==> src/rtl/kg_axil_write_master.sv <==
// Turns Kugelblitz register-file address/data handoffs into single AXI4-Lite writes.
// Optional: define KG_WR_RESP_CHECK_EN to count non-OKAY write responses in err_count.
module kg_axil_write_master #(
    parameter int DATA_WIDTH = 32,
    parameter int ADDR_WIDTH = 16,
    parameter int STRB_WIDTH = DATA_WIDTH / 8,
    parameter int FIFO_DEPTH = 4
) (
    input  logic                  clk,
    input  logic                  rst,
    input  logic [DATA_WIDTH-1:0] kg_address_valid,
    input  logic [DATA_WIDTH-1:0] kg_address,
    input  logic [DATA_WIDTH-1:0] kg_data_valid,
    input  logic [DATA_WIDTH-1:0] kg_data,
    output logic [ADDR_WIDTH-1:0] m_axil_awaddr,
    output logic [2:0]            m_axil_awprot,
    output logic                  m_axil_awvalid,
    input  logic                  m_axil_awready,
    output logic [DATA_WIDTH-1:0] m_axil_wdata,
    output logic [STRB_WIDTH-1:0] m_axil_wstrb,
    output logic                  m_axil_wvalid,
    input  logic                  m_axil_wready,
    input  logic [1:0]            m_axil_bresp,
    input  logic                  m_axil_bvalid,
    output logic                  m_axil_bready,
    input  logic                  clr_status,
    output logic                  busy,
    output logic                  overflow,
    output logic [7:0]            drop_count,
    output logic [7:0]            err_count
);

    localparam int PTR_W = $clog2(FIFO_DEPTH);
    localparam int ENT_W = ADDR_WIDTH + DATA_WIDTH;
    localparam logic [PTR_W:0] PTR_ONE = 1;

    typedef enum logic [1:0] {
        IDLE,
        SEND,
        RESP
    } state_t;

    state_t state_q, state_d;

    logic a_prev_q, d_prev_q;
    logic a_edge, d_edge;
    logic pend_a_q, pend_a_d;
    logic pend_d_q, pend_d_d;
    logic [ADDR_WIDTH-1:0] pend_addr_q, pend_addr_d;
    logic [DATA_WIDTH-1:0] pend_data_q, pend_data_d;
    logic pair, push, pop, ovf_set, drop_inc;

    logic [ENT_W-1:0] mem_q [FIFO_DEPTH];
    logic [PTR_W:0] wr_ptr_q, rd_ptr_q;
    logic fifo_empty, fifo_full;
    logic [ENT_W-1:0] head;

    logic awvalid_q, awvalid_d;
    logic wvalid_q, wvalid_d;
    logic bready_q, bready_d;
    logic [ADDR_WIDTH-1:0] awaddr_q, awaddr_d;
    logic [DATA_WIDTH-1:0] wdata_q, wdata_d;

    logic overflow_q;
    logic [7:0] drop_q;

    assign fifo_empty = (wr_ptr_q == rd_ptr_q);
    assign fifo_full  = (wr_ptr_q[PTR_W] != rd_ptr_q[PTR_W]) &&
                        (wr_ptr_q[PTR_W-1:0] == rd_ptr_q[PTR_W-1:0]);
    assign head       = mem_q[rd_ptr_q[PTR_W-1:0]];

    // A replaced half-pair counts as a drop; it cannot coincide with a push.
    always_comb begin
        a_edge      = kg_address_valid[0] & ~a_prev_q;
        d_edge      = kg_data_valid[0] & ~d_prev_q;
        pair        = pend_a_q & pend_d_q;
        push        = pair & ~fifo_full;
        ovf_set     = pair & fifo_full;
        drop_inc    = ovf_set;
        pend_a_d    = pend_a_q & ~pair;
        pend_d_d    = pend_d_q & ~pair;
        pend_addr_d = pend_addr_q;
        pend_data_d = pend_data_q;
        if (a_edge) begin
            pend_a_d    = 1'b1;
            pend_addr_d = kg_address[ADDR_WIDTH-1:0];
            if (pend_a_q & ~pend_d_q) drop_inc = 1'b1;
        end
        if (d_edge) begin
            pend_d_d    = 1'b1;
            pend_data_d = kg_data;
            if (pend_d_q & ~pend_a_q) drop_inc = 1'b1;
        end
    end

    always_comb begin
        state_d   = state_q;
        awvalid_d = awvalid_q;
        wvalid_d  = wvalid_q;
        bready_d  = bready_q;
        awaddr_d  = awaddr_q;
        wdata_d   = wdata_q;
        pop       = 1'b0;
        unique case (state_q)
            IDLE: begin
                if (!fifo_empty) begin
                    pop       = 1'b1;
                    awaddr_d  = head[ENT_W-1:DATA_WIDTH];
                    wdata_d   = head[DATA_WIDTH-1:0];
                    awvalid_d = 1'b1;
                    wvalid_d  = 1'b1;
                    state_d   = SEND;
                end
            end
            SEND: begin
                if (awvalid_q && m_axil_awready) awvalid_d = 1'b0;
                if (wvalid_q && m_axil_wready) wvalid_d = 1'b0;
                if (!awvalid_d && !wvalid_d) begin
                    bready_d = 1'b1;
                    state_d  = RESP;
                end
            end
            RESP: begin
                if (m_axil_bvalid) begin
                    bready_d = 1'b0;
                    state_d  = IDLE;
                end
            end
            default: state_d = IDLE;
        endcase
    end

    always_ff @(posedge clk) begin
        if (rst) begin
            state_q     <= IDLE;
            a_prev_q    <= 1'b0;
            d_prev_q    <= 1'b0;
            pend_a_q    <= 1'b0;
            pend_d_q    <= 1'b0;
            pend_addr_q <= '0;
            pend_data_q <= '0;
            wr_ptr_q    <= '0;
            rd_ptr_q    <= '0;
            awvalid_q   <= 1'b0;
            wvalid_q    <= 1'b0;
            bready_q    <= 1'b0;
            awaddr_q    <= '0;
            wdata_q     <= '0;
        end else begin
            state_q     <= state_d;
            a_prev_q    <= kg_address_valid[0];
            d_prev_q    <= kg_data_valid[0];
            pend_a_q    <= pend_a_d;
            pend_d_q    <= pend_d_d;
            pend_addr_q <= pend_addr_d;
            pend_data_q <= pend_data_d;
            if (push) wr_ptr_q <= wr_ptr_q + PTR_ONE;
            if (pop) rd_ptr_q <= rd_ptr_q + PTR_ONE;
            awvalid_q   <= awvalid_d;
            wvalid_q    <= wvalid_d;
            bready_q    <= bready_d;
            awaddr_q    <= awaddr_d;
            wdata_q     <= wdata_d;
        end
    end

    always_ff @(posedge clk) begin
        if (push) mem_q[wr_ptr_q[PTR_W-1:0]] <= {pend_addr_q, pend_data_q};
    end

    always_ff @(posedge clk) begin
        if (rst || clr_status) begin
            overflow_q <= 1'b0;
            drop_q     <= 8'h00;
        end else begin
            if (ovf_set) overflow_q <= 1'b1;
            if (drop_inc && drop_q != 8'hFF) drop_q <= drop_q + 8'd1;
        end
    end

`ifdef KG_WR_RESP_CHECK_EN
    logic [7:0] err_q;
    logic err_inc;
    logic unused_bits;

    assign err_inc = bready_q & m_axil_bvalid & (m_axil_bresp != 2'b00);

    always_ff @(posedge clk) begin
        if (rst || clr_status) begin
            err_q <= 8'h00;
        end else if (err_inc && err_q != 8'hFF) begin
            err_q <= err_q + 8'd1;
        end
    end

    assign err_count   = err_q;
    assign unused_bits = ^{kg_address_valid[DATA_WIDTH-1:1],
                           kg_data_valid[DATA_WIDTH-1:1],
                           kg_address[DATA_WIDTH-1:ADDR_WIDTH]};
`else
    logic unused_bits;

    assign err_count   = 8'h00;
    assign unused_bits = ^{kg_address_valid[DATA_WIDTH-1:1],
                           kg_data_valid[DATA_WIDTH-1:1],
                           kg_address[DATA_WIDTH-1:ADDR_WIDTH],
                           m_axil_bresp};
`endif

    assign m_axil_awaddr  = awaddr_q;
    assign m_axil_awprot  = 3'b000;
    assign m_axil_awvalid = awvalid_q;
    assign m_axil_wdata   = wdata_q;
    assign m_axil_wstrb   = '1;
    assign m_axil_wvalid  = wvalid_q;
    assign m_axil_bready  = bready_q;
    assign overflow       = overflow_q;
    assign drop_count     = drop_q;
    assign busy           = !fifo_empty || (state_q != IDLE) || pend_a_q || pend_d_q;

endmodule

==> config.mk <==
export PLATFORM = sky130hd
export DESIGN_NAME = kg_axil_write_master
export DESIGN_NICKNAME = d
export VERILOG_FILES = /design/src/rtl/kg_axil_write_master.sv
export SDC_FILE = /design/constraint.sdc
export NUM_CORES = 1
export LEC_CHECK = 0
export ABC_AREA = 1
export BUFFER_PORTS_ARGS = -buffer_cell sky130_fd_sc_hd__buf_2
export CORE_ASPECT_RATIO = 0.9
export CORE_MARGIN = 1
export CORE_UTILIZATION = 53
export DETAILED_ROUTE_END_ITERATION = 6
export PLACE_DENSITY_LB_ADDON = 0.1
export RECOVER_POWER = 50
export SETUP_SLACK_MARGIN = 0.4
export SYNTH_ARGS = -nofsm -noshare
export SYNTH_HDL_FRONTEND = slang
export SYNTH_SLANG_ARGS = --single-unit
==> constraint.sdc <==
create_clock -name clk -period 4.6 [get_ports clk]
set_input_delay 0.69 -clock clk [delete_from_list [all_inputs] [get_ports clk]]
set_output_delay 0.69 -clock clk [all_outputs]
set_load 0.05 [all_outputs]
# After elaboration in Yosys (flattened, before gate mapping)
# Memory sizes are Yosys's and may differ from the RTL's. A register that Yosys moved wholly into a read port is not among the register bits.
# Index checks and enable logic that the tools add are counted.
dict set report classes {
  n_addsub 3
  eq_ne 9
  mux 24
  n_bitwise 16
  n_reduce_logical 20
}
# op n
set op_table {}
lappend op_table {{two-way mux 1 bit} 17}
lappend op_table {{AND 1 bit} 9}
lappend op_table {{adder 8 x 1 -> 8 bit (second input constant)} 1}
lappend op_table {{inequality test 8 bit (second input constant)} 1}
lappend op_table {{inverter 1 bit} 7}
lappend op_table {{adder 3 x 1 -> 3 bit (second input constant)} 2}
lappend op_table {{two-way mux 2 bit} 3}
lappend op_table {{inequality test 2 bit (second input constant)} 3}
lappend op_table {{case mux 1 bit (2 select lines)} 3}
lappend op_table {{case mux 2 bit (3 select lines)} 1}
lappend op_table {{AND reduction 3 bit} 2}
lappend op_table {{nonzero test 2 bit} 3}
lappend op_table {{logical AND 1 bit} 5}
lappend op_table {{logical OR 1 bit} 4}
lappend op_table {{AND reduction 2 bit} 2}
lappend op_table {{equality test 3 bit} 1}
lappend op_table {{zero test 1 bit} 3}
lappend op_table {{equality test 2 x 1 -> 1 bit (second input constant)} 1}
lappend op_table {{equality test 2 bit} 1}
lappend op_table {{equality test 2 bit (second input constant)} 1}
lappend op_table {{zero test 2 bit} 1}
lappend op_table {{inequality test 1 bit} 1}
dict set report word_totals {
  reg_bits 72
  mem_bits_rw 192
  inputBits 136
  output_inout_bits 76
  wordCells 87
  memories 1
}
# name words width rd rd_ports_with_merged_regs wr line_no
set memory_table {}
lappend memory_table {mem_q 4 48 1 1 1 53} ;# logic [ENT_W-1:0] mem_q [FIFO_DEPTH];

# Depth between registers and ports, before layout
# Gate-level depths: netlist of run 1.
dict set report depth {
  word_depth 8
  depth_mapped 9
}

# Worst setup path before layout of run 1
# No wires, ideal clock.
dict set report synth_path {
  path_kind {register -> register}
  start {register rd_ptr_q[1]}
  end {memory mem_q[3][0] (netlist bit) (enable)}
  t_arrival_ns 2.874
  t_required_ns 4.145
  slack_ns 1.271
  path_stages_with_launch 7
  n_path_buf 0
  period_less_slack_ns 3.329
  path_cell_list {dfxtp_1 > inv_2 > nand2_1 > nand2_1 > nand3_1 > nand2_1 > nor2_1}
}
dict set report synth_via {
  elab_chain_len 6
}
# item line_no
set synth_rtl {}
lappend synth_rtl {{start, declared} 54} ;# logic [PTR_W:0] wr_ptr_q, rd_ptr_q;
lappend synth_rtl {{start signal, assigned} 158} ;# if (pop) rd_ptr_q <= rd_ptr_q + PTR_ONE;
lappend synth_rtl {{equality test 2 bit} 69} ;# (wr_ptr_q[PTR_W-1:0] == rd_ptr_q[PTR_W-1:0]);
lappend synth_rtl {{logical AND 1 bit} 68} ;# assign fifo_full = (wr_ptr_q[PTR_W] != rd_ptr_q[PTR_W]) &&
lappend synth_rtl {{inverter 1 bit} 77} ;# push = pair & ~fifo_full;
lappend synth_rtl {{AND 1 bit} 77}
lappend synth_rtl {{two-way mux 1 bit} 168} ;# if (push) mem_q[wr_ptr_q[PTR_W-1:0]] <= {pend_addr_q, pend_data_q};
lappend synth_rtl {{two-way mux 1 bit (implied by the code)} 168}
lappend synth_rtl {{end, declared} 53}
# Every way passes these cells.

# Final worst setup path of run 1
dict set report layout_path {
  start {register rd_ptr_q[1]}
  end {output busy}
}
dict set report layout_via {
  elab_chain_len 5
}
# item line_no
set layout_rtl {}
lappend layout_rtl {{equality test 3 bit} 67} ;# assign fifo_empty = (wr_ptr_q == rd_ptr_q);
lappend layout_rtl {{zero test 1 bit} 219} ;# assign busy = !fifo_empty || (state_q != IDLE) || pend_a_q || pend_d_q;
lappend layout_rtl {{logical OR 1 bit (3 in series)} 219}
lappend layout_rtl {{end, declared} 27} ;# output logic busy,
# Every way passes these cells.

==> qor.yml, run 1 <==
path_buf_inv: 1
synth_top_cell_by_area: "edfxtp_1"
numCtsBuffers: 31
max_slew.worst_pin.slew_ns: 0.9203
io_pins: 212
drtAntennaViolNets: 0
ff2ff_path_depth: 7
min_period_ns: 2.974
drc: 0
crit_family: "flip-flops"
mostFrequentLayoutCell: "nor2_1"
coreArea_mm2: 0.02163
drive_above_1_share_pct: 11.23
cts_buffer_depth: 3
reg2reg_from: "rd_ptr_q[1]"
maxCapViolCount: 0
crit_cells: 6
setup_viol_count_final: 0
clock-sinks: 312
num_vias: 7691
cts_tree: "yes"
cp_max_fo: 19
avgSynthCellArea_um2: 11.02
wl_um: 23780
slew_viol_final: 0
placed_area_mm2: 0.01244
drt_iter0_markers: 388
power_frac_comb_pct: 31.8
num_rows: 51
dp_hpwl_um: 12580
dieArea_mm2: 0.02271
die_w_um: 158.8
tns_ns: 0
synth_top_area_share_pct: 49.19
rsz0062_at_grt: "no"
critPathRequiredTime_ns: 3.91
period_share_pct: 64.65
ctsResizeCount: 0
clk_latency_ns: 0.54
r2r_setup_slack_ns: 1.69
cp-endpoint: "busy"
synth-seq-cells: 312
switching_share_pct: 38.65
multiInputGateArea_mm2: 0.003093
post_drt_wl_per_cell_um: 16.12
power-per-cell-area_mw_per_mm2: 651.4
place.gp.congestion: 0.7540
synthCells: 1064
worstSetupPathType: "register to output port"
cp-startpoint: "rd_ptr_q[1]"
clkPwrFrac_pct: 27.8
overflow: 0
num-fill-cells: 1790
p_int_mw: 5.337
p_leak_nw: 4.885
r2r_end: "mem_q[2][43]"
grt_max_degree: 68
cpPeakStageDelay_ns: 0.79
crit_slowest_cell: "dfxtp_1"
clk_root_buffer_cell: "clkbuf_16"
ys_seq_area_share_pct: 69.68
initial_utilization_pct: 54.18
clkTransAtPathRegs_ns: 0.06
nNetsFinal: 1302
synth_cell_types: 30
finish.instance_area_mm2: 0.01336
yosys-top-cells-area: "edfxtp_1 49%, dfxtp_1 20%, nor2_1 10%, o21ai_0 7.6%, o22ai_1 2.6%"
worst_ep_arrival_time_ns: 2.28
postCtsHoldBufs: 0
crit_top_cell: "nand2_1"
post_drt_via_cell_ratio: 5.214
yosys_warnings: 0
die-height_um: 143.1
hold_viol_final: 0
fmax_mhz: 336.3
grt_pass1_wl_um: 37670
p_sw_mw: 3.363
portBuffers: 116
first_global_vias: 7306
post-cts-setup-buffer-count: 0
antenna_found_initial: 0
dr.pass1.iters: 4
peakVddDrop_v: 0.0004787
finalPower_mw: 8.700
seqCellArea_mm2: 0.008172
endpoint_kind: "output port"
hp-class: "primary input to register"
layout_common_cells: "306 x nor2_1, 192 x edfxtp_1, 177 x o21ai_0"
grt.total_usage_pct: 21.11
cts.htree.levels: 1
skew_ns: 0.009436
startpoint_type: "register"
synth.cell_area_mm2: 0.01172
outcome: "completed"
area_delta_synth_final_pct: 13.94
seq_power_share_pct: 40.5
path_cells: "nand2_1 -> nand2_1 -> nand4_2 -> nor4_1 -> nand2_1 -> buf_2"
diodes: 0
relSlewSlack_pct: 38.50
power by group through the flow:
stage	sequential [mW]	clock, mW	combinational, mW
final	3.52	2.42	2.76
after global routing	3.57	2.57	3.05
after CTS	3.52	2.45	2.85
after detailed placement	3.57	0	2.84
after global placement	3.56	0	2.81
after floorplan	4.27	0	1.56
synth_stat cells, drive strengths merged:
cell type and n:
nand4 2, conb 2, o21a 1, xnor2 1, clkbuf 34, buf 43, ha 6, dfxtp 120
nand3b 2, xor2 5, nand3 12, nor2 311, nand2 34, inv 29, o22ai 48, nor3b 1
nor4 1, o21ai 201, edfxtp 192, a21oi 19
state kept, by name (all words and copies together) (netlist names), 2 cells and up:
name	count
pend_data_q	32
state_q	2
rd_ptr_q	3
drop_count	8
pend_addr_q	16
m_axil_awaddr	16
wr_ptr_q	3
m_axil_wdata	32
mem_q	192
how the worst min path moves through the flow:
stage	start	endpoint	slack [ns]	cells past startpoint
6_report	kg_data[5]	pend_data_q[5]	0.37	3
5_1_grt	kg_data[14]	pend_data_q[14]	0.37	3
4_1_cts	kg_data[5]	pend_data_q[5]	0.35	3
3_5_place_dp	m_axil_bready	m_axil_bready	0.46	2
3_3_place_gp	overflow	overflow	0.45	2
2_1_floorplan	pend_data_q[0]	mem_q[0][0]	0.45	0
layout make-up:
class                   instances  area share (%)
flip-flops and latches        312           61.19
multi-input cells             659           23.16
clock buffers                  43           6.521
repair buffers                127           4.703
well taps                     291           2.726
clock inverters                14          0.8525
inverters                      29          0.8525
worst reg2reg max path: stages, from the launching register on:
cell	delay (ns)
dfxtp_1	0.79
inv_2	0.08
nand2_1	0.08
nand2_1	0.09
nand3_1	0.10
nand2_1	0.29
nor2_4	0.56
buf_4	0.54
per-stage QoR:
stage	hold WS [ns]	instances	util (%)	worst slack [ns]
after global routing	0.3694	1475	61.74	1.453
after floorplan	0.4549	1077	-	1.271
after CTS	0.3550	1475	62.08	1.846
final	0.3672	1475	61.74	1.626
after detailed placement	0.4590	1418	57.53	1.881
after global placement	0.4492	1418	57.53	1.906
per-layer routing:
layer,global-route usage (%),part of all wire (%),up-vias,wire [µm]
li1,-,-,3855,-
met1,27.07,45,3635,10610
met2,37.93,49,168,11690
met3,2.992,4.3,33,1028
met4,5.110,1.9,0,453
met5,0,0,-,0
cell families after synthesis:
kind of cell,after synthesis,share of synthesized area (%)
XOR/XNOR,6,0.6085
flip-flops,312,69.68
adder cells (fa/ha/maj),6,0.6405
buffers and inverters,106,4.665
AO/OA/AOI/OAI,269,12.02
other,2,0.06407
AND/OR/NAND/NOR,363,12.32
Power figures use the tool's default switching activity.
==> run 2: changes to the inputs <==
- ABC_AREA: 1 -> 0
- CORE_UTILIZATION: 53 -> 50
- clock period: 4.6 -> 2.7 ns (I/O delays scaled with it)
==> run 2 against run 1 <==
  * The flow now finishes with violations (capacitance limit, slew limit)
  * Combinational power is 11% lower
  * Critical endpoint unchanged
  * Count of clock-buffer cells in the layout down 3
  * Via count down 13%
  * Largest power group unchanged
  * Total power up 43%
  * Core utilization fell by 2.0 points
  * Clock skew is essentially flat
  * Wire length down 3.7%
  * Sequential share of layout area decreased by 0.38 points
  * Highest routed layer unchanged
  * Final area rose by 0.68%
  * Non-clock buffer count up 14
  * Register-to-register slack lost 1.2 ns
  * Global-route usage down 1.2 points
==> qor.yml, run 2 <==
ys_seq_area_share_pct: 71.21  # was 69.68%
synth_commonest_cells: "199 x nand2_1, 192 x edfxtp_1, 120 x dfxtp_1"  # was 311 x nor2_1, 192 x edfxtp_1, 177 x o21ai_0
synthCells: 818  # was 1064
grt_pass1_wl_um: 36370  # was 37670 µm
tns_ns: 0  # unchanged
synth.cell_area_mm2: 0.01147  # was 0.01172 mm²
cp_max_fo: 5  # was 19
antenna_found_initial: 1  # was 0
worst_ep_arrival_time_ns: 1.93  # was 2.28 ns
ys.flop_type: "edfxtp_1"  # unchanged
fmax_mhz: 429.1
first_global_vias: 6860  # was 7306
setup_viol_count_final: 0  # unchanged
dieArea_mm2: 0.02355  # was 0.02271 mm²
num_vias: 6718  # was 7691
slew_viol_final: 87  # was 0
post_drt_wl_per_cell_um: 18.13  # was 16.12 µm
yosys_warnings: 0  # unchanged
rsz0062_at_grt: "yes"  # was no
reg2reg_from: "wr_ptr_q[0]"  # was rd_ptr_q[1]
synth_top_cell_by_area: "edfxtp_1"  # unchanged
cts_tree: "yes"  # unchanged
coreArea_mm2: 0.02251  # was 0.02163 mm²
yosys-top-cells-area: "edfxtp_1 50%, dfxtp_1 21%, mux4_2 9.4%, nand2_1 6.5%, a21oi_1 4.8%"  # was edfxtp_1 49%, dfxtp_1 20%, nor2_1 10%, o21ai_0 7.6%, o22ai_1 2.6%
synth_top_area_share_pct: 50.27  # was 49.19%
period_share_pct: 86.31
r2r_end: "mem_q[3][32]"  # was mem_q[2][43]
relSlewSlack_pct: -31.87  # was 38.50%
cp-endpoint: "busy"  # unchanged
area_delta_synth_final_pct: 17.24  # was 13.94%
grt_use_met2_pct: 34.44  # was 37.93%
placed_area_mm2: 0.01239  # was 0.01244 mm²
grt_max_degree: 87  # was 68
grt-busiest-layer: "met2"  # unchanged
grt.total_usage_pct: 19.96  # was 21.11%
layout_common_cells: "198 x nand2_1, 192 x edfxtp_1, 115 x dfxtp_1"  # was 306 x nor2_1, 192 x edfxtp_1, 177 x o21ai_0
mostFrequentLayoutCell: "nand2_1"  # was nor2_1
dp_hpwl_um: 13310  # was 12580 µm
clock-sinks: 312  # unchanged
cts_buffer_depth: 3  # unchanged
worstSetupPathType: "register to output port"  # unchanged
avgSynthCellArea_um2: 14.02  # was 11.02 µm²
p_leak_nw: 4.687  # was 4.885 nW
use_met3_pct: 3.135  # was 2.992%
drive_above_1_share_pct: 22.80  # was 11.23%
critPathRequiredTime_ns: 2.30  # was 3.91 ns
synthArstFlopShare_pct: 0  # unchanged
yosysMostFrequentCell: "nand2_1"  # was nor2_1
outcome: "finished, violations left"  # was completed
drtAntennaViolNets: 0  # unchanged
cp-startpoint: "wr_ptr_q[0]"  # was rd_ptr_q[1]
nNetsFinal: 1083  # was 1302
cts.htree.levels: 1  # unchanged
r2r_setup_slack_ns: 0.52  # was 1.69 ns
initial_utilization_pct: 50.95  # was 54.18%
place.gp.congestion: 0.7386  # was 0.7540
skew_ns: 0.009788  # was 0.009436 ns
hold_viol_final: 0  # unchanged
dr.pass1.iters: 5  # was 4
maxCapViolCount: 1  # was 0
violations: "capacitance limit, slew limit"
finish.instance_area_mm2: 0.01345  # was 0.01336 mm²
die-height_um: 145.7  # was 143.1 µm
overflow: 0  # unchanged
min_period_ns: 2.330
clkTransAtPathRegs_ns: 0.06  # about the same
post_drt_via_cell_ratio: 5.319  # was 5.214
synth_cell_types: 41  # was 30
clk_latency_ns: 0.55  # was 0.54 ns
io_pins: 212  # unchanged
grtUsageMet1_pct: 26.08  # was 27.07%
die_w_um: 161.7  # was 158.8 µm
synth_edf_count: 192  # unchanged
power-per-cell-area_mw_per_mm2: 924.9  # was 651.4 mW/mm²
largest_reg_flops: 192  # unchanged
drt_iter0_markers: 367  # was 388
ff2ff_path_depth: 5  # was 7
drc: 0  # unchanged
peakVddDrop_v: 0.0005176  # was 0.0004787 V
numCtsBuffers: 31  # unchanged
max_slew.worst_pin.slew_ns: 1.978  # was 0.9203 ns
hp-class: "primary input to register"  # unchanged
synth-seq-cells: 312  # unchanged
startpoint_type: "register"  # unchanged
portBuffers: 116  # unchanged
num_rows: 52  # was 51
clk_root_buffer_cell: "clkbuf_16"  # unchanged
endpoint_kind: "output port"  # unchanged
wl_um: 22900  # was 23780 µm
-- run 2: report_power, final --
part           switching (mW)  internal (mW)
sequential              0.188           5.33
combinational            1.69          0.762
clock                    1.75           2.72
-- run 2: per-stage QoR --
| stage | hold WS, ns | util (%) | worst slack (ns) | cells | total power, mW |
|---|---|---|---|---|---|
| finish | 0.09386 | 59.73 | 0.3697 | 1263 | 12.44 |
| global route | 0.08544 | 59.73 | 0.2470 | 1263 | 12.94 |
| CTS | 0.07872 | 60.13 | 0.4007 | 1262 | 12.62 |
| detailed placement | 0.4447 | 55.03 | 0.4590 | 1201 | 8.107 |
| global placement | 0.4390 | 55.03 | 0.4969 | 1201 | 8.050 |
| floorplan | 0.4600 | - | 0.5972 | 831 | 7.469 |
-- run 2: worst min path at each step --
stage                      start                 to  slack, ns  cells after the start
6_report             kg_data[25]    pend_data_q[25]       0.09                      3
5_1_grt              kg_data[12]    pend_data_q[12]       0.09                      3
4_1_cts              kg_data[25]    pend_data_q[25]       0.08                      3
3_5_place_dp   m_axil_awaddr[11]  m_axil_awaddr[11]       0.44                      2
3_3_place_gp     m_axil_wdata[6]    m_axil_wdata[6]       0.44                      2
2_1_floorplan     pend_data_q[0]        mem_q[0][0]       0.46                      0
-- run 2: per-layer routing --
metal | share of wire (%) | vias up
met4 | 2.3 | 0
met1 | 42 | 3311
li1 | - | 3159
met5 | 0 | -
met3 | 5.5 | 49
met2 | 50 | 199
-- run 2: cell families (layout without fill, tap and decap cells) --
kind of cell	after synthesis	in the layout	share of synthesized area (%)
AND/OR/NAND/NOR	247	247	8.902
XOR/XNOR	9	9	0.8182
other	2	16	0.06548
flip-flops	312	312	71.21
multiplexers	50	50	9.600
adder cells (fa/ha/maj)	6	6	0.6545
buffers and inverters	70	204	3.109
AO/OA/AOI/OAI	122	122	5.640
-- run 2: final cells by class --
cell class	instances	area (µm²)
diodes	1	2.502
clock buffers	40	819.5
clock inverters	17	252.7
fillers	1808	9065
inverters	6	22.52
multi-input cells	449	3027
flip-flops and latches	312	8177
well taps	297	371.6
repair buffers	141	774.5
-- run 2: critical path, stage by stage (launching register included) --
cell,delay (ns)
dfxtp_4,0.36
xnor2_1,0.24
nand3_2,0.10
or4b_4,0.51
buf_8,0.17
-- run 2: timing repair --
item	4_1_cts	5_1_grt
setup endpoints to repair	1	1
endpoints found under the hold margin	0	0
gates resized for setup	12	0
cloned	0	0
setup buffers	4	0
pin swaps	4	3
hold buffers	0	0
